--- src/rtl/sram_port_arbiter.sv ---
// rtl/sram_port_arbiter.sv - two-port (fetch/load-store) arbiter onto one single-cycle SRAM
module sram_port_arbiter #(
    parameter int STARVE_MAX = 4
) (
    input  logic        clk,
    input  logic        resetn,
    input  logic        inst_req,
    input  logic [31:0] inst_addr,
    output logic        inst_addr_ok,
    output logic        inst_data_ok,
    output logic [31:0] inst_rdata,
    input  logic        data_req,
    input  logic        data_wr,
    input  logic [3:0]  data_wstrb,
    input  logic [31:0] data_addr,
    input  logic [31:0] data_wdata,
    output logic        data_addr_ok,
    output logic        data_data_ok,
    output logic [31:0] data_rdata,
    output logic        sram_en,
    output logic [3:0]  sram_we,
    output logic [31:0] sram_addr,
    output logic [31:0] sram_wdata,
    input  logic [31:0] sram_rdata
);

    // Counter wide enough to hold STARVE_MAX itself (also safe for STARVE_MAX = 0).
    localparam int CW = $clog2(STARVE_MAX + 2);
    localparam logic [CW-1:0] STARVE_LIM = CW'(STARVE_MAX);

    typedef enum logic [1:0] {
        IDLE   = 2'd0,
        RESP_I = 2'd1,
        RESP_D = 2'd2
    } state_t;

    state_t          state_q, state_d;
    logic [CW-1:0]   starve_q, starve_d;
    logic            inst_win, data_win;

    // State and starvation counter; reset drops any response still owed.
    always_ff @(posedge clk or negedge resetn) begin
        if (!resetn) begin
            state_q  <= IDLE;
            starve_q <= '0;
        end else begin
            state_q  <= state_d;
            starve_q <= starve_d;
        end
    end

    // Grant selection, next state, starvation update and all port outputs.
    always_comb begin
        inst_win     = 1'b0;
        data_win     = 1'b0;
        state_d      = IDLE;
        starve_d     = '0;
        inst_addr_ok = 1'b0;
        data_addr_ok = 1'b0;
        inst_data_ok = 1'b0;
        data_data_ok = 1'b0;
        inst_rdata   = '0;
        data_rdata   = '0;
        sram_en      = 1'b0;
        sram_we      = 4'b0000;
        sram_addr    = '0;
        sram_wdata   = '0;

        // Data normally wins a collision; a fetch denied long enough takes over.
        inst_win = resetn && inst_req && (!data_req || (starve_q == STARVE_LIM));
        data_win = resetn && data_req && !inst_win;

        if (inst_win) begin
            state_d = RESP_I;
        end else if (data_win) begin
            state_d = RESP_D;
        end

        if (inst_req && !inst_win) begin
            starve_d = (starve_q == STARVE_LIM) ? starve_q : starve_q + CW'(1);
        end

        inst_addr_ok = inst_win;
        data_addr_ok = data_win;
        sram_en      = inst_win || data_win;
        if (inst_win) begin
            sram_addr = inst_addr;
        end else if (data_win) begin
            sram_addr  = data_addr;
            sram_wdata = data_wdata;
            sram_we    = data_wr ? data_wstrb : 4'b0000;
        end

        // SRAM read data arrives one cycle after the grant; route it to the owner.
        if (resetn && (state_q == RESP_I)) begin
            inst_data_ok = 1'b1;
            inst_rdata   = sram_rdata;
        end
        if (resetn && (state_q == RESP_D)) begin
            data_data_ok = 1'b1;
            data_rdata   = sram_rdata;
        end
    end

endmodule

--- config.mk ---
export PLATFORM = sky130hd
export DESIGN_NAME = sram_port_arbiter
export DESIGN_NICKNAME = d
export VERILOG_FILES = /design/src/rtl/sram_port_arbiter.sv
export SDC_FILE = /design/constraint.sdc
export NUM_CORES = 1
export LEC_CHECK = 0
export CAP_MARGIN = 10
export CORE_AREA = 2 2 106 108
export CTS_BUF_LIST = sky130_fd_sc_hd__clkbuf_8 sky130_fd_sc_hd__clkbuf_16
export DETAILED_ROUTE_END_ITERATION = 8
export DIE_AREA = 0 0 108 110
export HOLD_SLACK_MARGIN = 0.05
export PLACE_DENSITY = 0.59
export SLEW_MARGIN = 30
export SYNTH_ARGS = -nofsm -noshare
export SYNTH_HDL_FRONTEND = slang
export SYNTH_SLANG_ARGS = --single-unit
--- constraint.sdc ---
create_clock -name clk -period 3.2 [get_ports clk]
set_clock_uncertainty 0.15 [all_clocks]
set_input_delay 0.8 -clock clk [delete_from_list [all_inputs] [get_ports clk]]
set_output_delay 0.8 -clock clk [all_outputs]
set_load 0.02 [all_outputs]
==> out/qor.yml <==
outcome:
  status: "finished clean"
clocking:
  cts_hold_buf: 0
  clk_pin_slew_ps: 40
  cts_tree: "done"
  cts_root_buf: "clkbuf_8"
  cts_buffer_depth: 2
  cts_sinks: 5
  cts_max_level: 1
  clock_latency_ps: 220
  cts_buffers: 3
logic_synthesis:
  ys_warn_count: 0
  avgSynthCellArea_um2: 7.423
  synth_edf_count: 0
  synth_top_area_share_pct: 45.45
  yosysMostFrequentCell: "and2_1"
  synthArstFlopShare_pct: 100.0
  yosysSeqAreaShare_pct: 9.470
  synth_common_cells: "and2_1 (96), a22o_1 (32), buf_2 (5), buf_6 (5), dfrtp_1 (5)"
  synthCells: 178
  ys.flop_type: "dfrtp_1"
  ys_types: 24
  ys_ff_latch: 5
  syn_nets: 317
  synth_top_area_cell: "and2_1"
  mappedNetlistArea_um2: 1321
  synth_area_leaders: "and2_1 (45%), a22o_1 (21%), dfrtp_1 (9.5%)"
floorplan:
  die_w_um: 108
  die_h_um: 110
  dieArea_um2: 11880
  rows: 38
  start_util_pct: 12.35
  io_pins: 274
  coreArea_um2: 10700
placed_design:
  io_buffers: 273
  hpwlAfterDp_um: 6831
  dp_cells: 586
  postPlaceCellArea_um2: 4255
  gp_congestion: 0.7661
drt:
  vias_per_cell: 3.983
  dr.pass1.iters: 3
  drc: 0
  post_drt_wl_per_cell_um: 13.95
  dr.first_iter.drc_count: 112
  ant_nets: 0
  drt_wl_total_um: 8317
  num_vias: 2374
power_and_ir_drop:
  power_density_nw_per_um2: 157.7
  vdd_drop_max_uv: 107.5
  p_leak_nw: 2.134
  power_mw: 0.6296
global_routing:
  antenna_found_initial: 0
  grt_usage_pct: 11.84
  grt-ovfl-total: 0
  grt_start_max_net_pins: 35
  grt_pass1_wl_um: 11250
  grt_pass1_vias: 2193
cells_and_area:
  drive_gt1_share_pct: 20.61
  n_antenna_cell: 0
  layout.area.seq_um2: 125.1
  final_cells: 596
  multi_input_area_um2: 1081
  final_area_um2: 3994
  synthToLayoutAreaGrowth_pct: 202.3
  fillerInstances: 1152
  nets: 596
sta:
  period_share_pct: 98.11
  maxSlewViolCount: 0
  rsz0062_at_grt: "true"
  slew_headroom_pct: 84.14
  max_freq_mhz: 318.5
  final.min_clock_period_ps: 3140
  final-setup-viol-count: 0
  max_slew.worst_pin.slew_ps: 238.8
  finalHoldViolations: 0
critical_path:
  critPathTopFamily: "buffers and inverters"
  critPathMaxStageDelay_ps: 550
  arrival_ps: 2190
  cp_num_buf_inv: 3
  startpoint_type: "input pin"
  endpoint_kind: "output port"
  worstSetupPathType: "input pin to output port"
  crit_required_ps: 2250
  critPathSlowestCell: "clkdlybuf4s50_1"
  crit_chain: "clkdlybuf4s50_1 > nand2_1 > a21oi_4 > buf_12 > dlygate4sd2_1"
  cp_max_fo: 34
run:
  drv_cap: 0
min_path:
  hp-class: "flip-flop to flip-flop"
==> area by class of cell <==
type | instances | share of cell area [%]
sequential | 5 | 3.133
multi-input combinational | 154 | 27.07
tap | 140 | 4.386
timing repair buffer | 290 | 64.00
clock inverter | 1 | 0.09398
inverter | 3 | 0.2820
clock buffer | 3 | 1.034
==> what timing repair did <==
item                                    4_1_cts  5_1_grt
endpoints found under the setup margin      137       40
resized for setup                           348        7
pin swaps                                     0        1
gates cloned                                  2        1
buffers inserted                              3        0
endpoints found under the hold margin         0        0
==> cell usage in the layout (no fill, tap or decap), types with 3 or more instances in the layout <==
cell type and n:
nor2_1 3, inv_1 4, and3_1 4, dlygate4sd2_1 67, and2_1 96, clkbuf_8 3, a22o_1 32, buf_4 11
dfrtp_1 5, buf_2 65, buf_12 4, clkdlybuf4s50_1 134, nand2_1 3
==> report_power, final <==
part           switching, mW  leakage, nW  internal (mW)
Clock                 0.0300       0.0269         0.0821
Combinational          0.188         2.04          0.260
Sequential           0.00286       0.0665         0.0672
==> worst register-to-register path, delay by kind of cell (launching register included) <==
family	cells	cell delay (ps)
adders and majority gates	1	270
buffers and inverters	1	80
AOI/OAI and AO/OA	1	210
DFF	1	380
and+or+nand+nor	2	520
==> registers in the layout, indices dropped and copies added, names as in the netlist <==
register and cells:
starve_q 3, state_q 2
==> logic make-up after synthesis <==
kind of cell    Yosys count  share of synthesized area, %
compound gates           40                         27.27
fa+ha+maj                 2                         1.894
buf+inv                  19                         8.901
flops                     5                         9.470
mux                       1                        0.8522
simple gates            111                         51.61
==> layer usage <==
metal	track usage (%)	part of all wire (%)	vias to the layer above	wire length [um]
li1	-	-	1162	-
met1	11.94	34	1047	2847
met2	24.17	54	163	4456
met3	4.174	12	2	982
met4	0.8242	0.36	0	30
met5	0	0	-	0
==> path summary, 6_finish.rpt <==
check	start	end	slack [ps]	cells after the start
min	starve_q[2]	starve_q[2]	440	1
min in group asynchronous	resetn	state_q[1]	570	2
max in group asynchronous	resetn	starve_q[1]	2200	2
min reg2reg	starve_q[2]	starve_q[2]	440	1
max reg2reg	starve_q[0]	starve_q[1]	1490	5
max	inst_req	inst_addr_ok	60	5
==> stage by stage <==
| stage | setup slack (ps) | setup TNS [ps] | hold slack [ps] | util (%) |
|---|---|---|---|---|
| 2_1_floorplan | 634.7 | 0 | 354.4 | - |
| 3_3_place_gp | -502.2 | -54720 | 423.2 | 39.78 |
| 3_5_place_dp | -538.1 | -58260 | 424.7 | 39.78 |
| 4_1_cts | -9.184 | -9.184 | 433.7 | 37.04 |
| 5_1_grt | -1.936 | -3.467 | 485.8 | 37.33 |
| 6_report | 60.43 | 0 | 435.4 | 37.33 |
(Power assumes the default switching activity.)
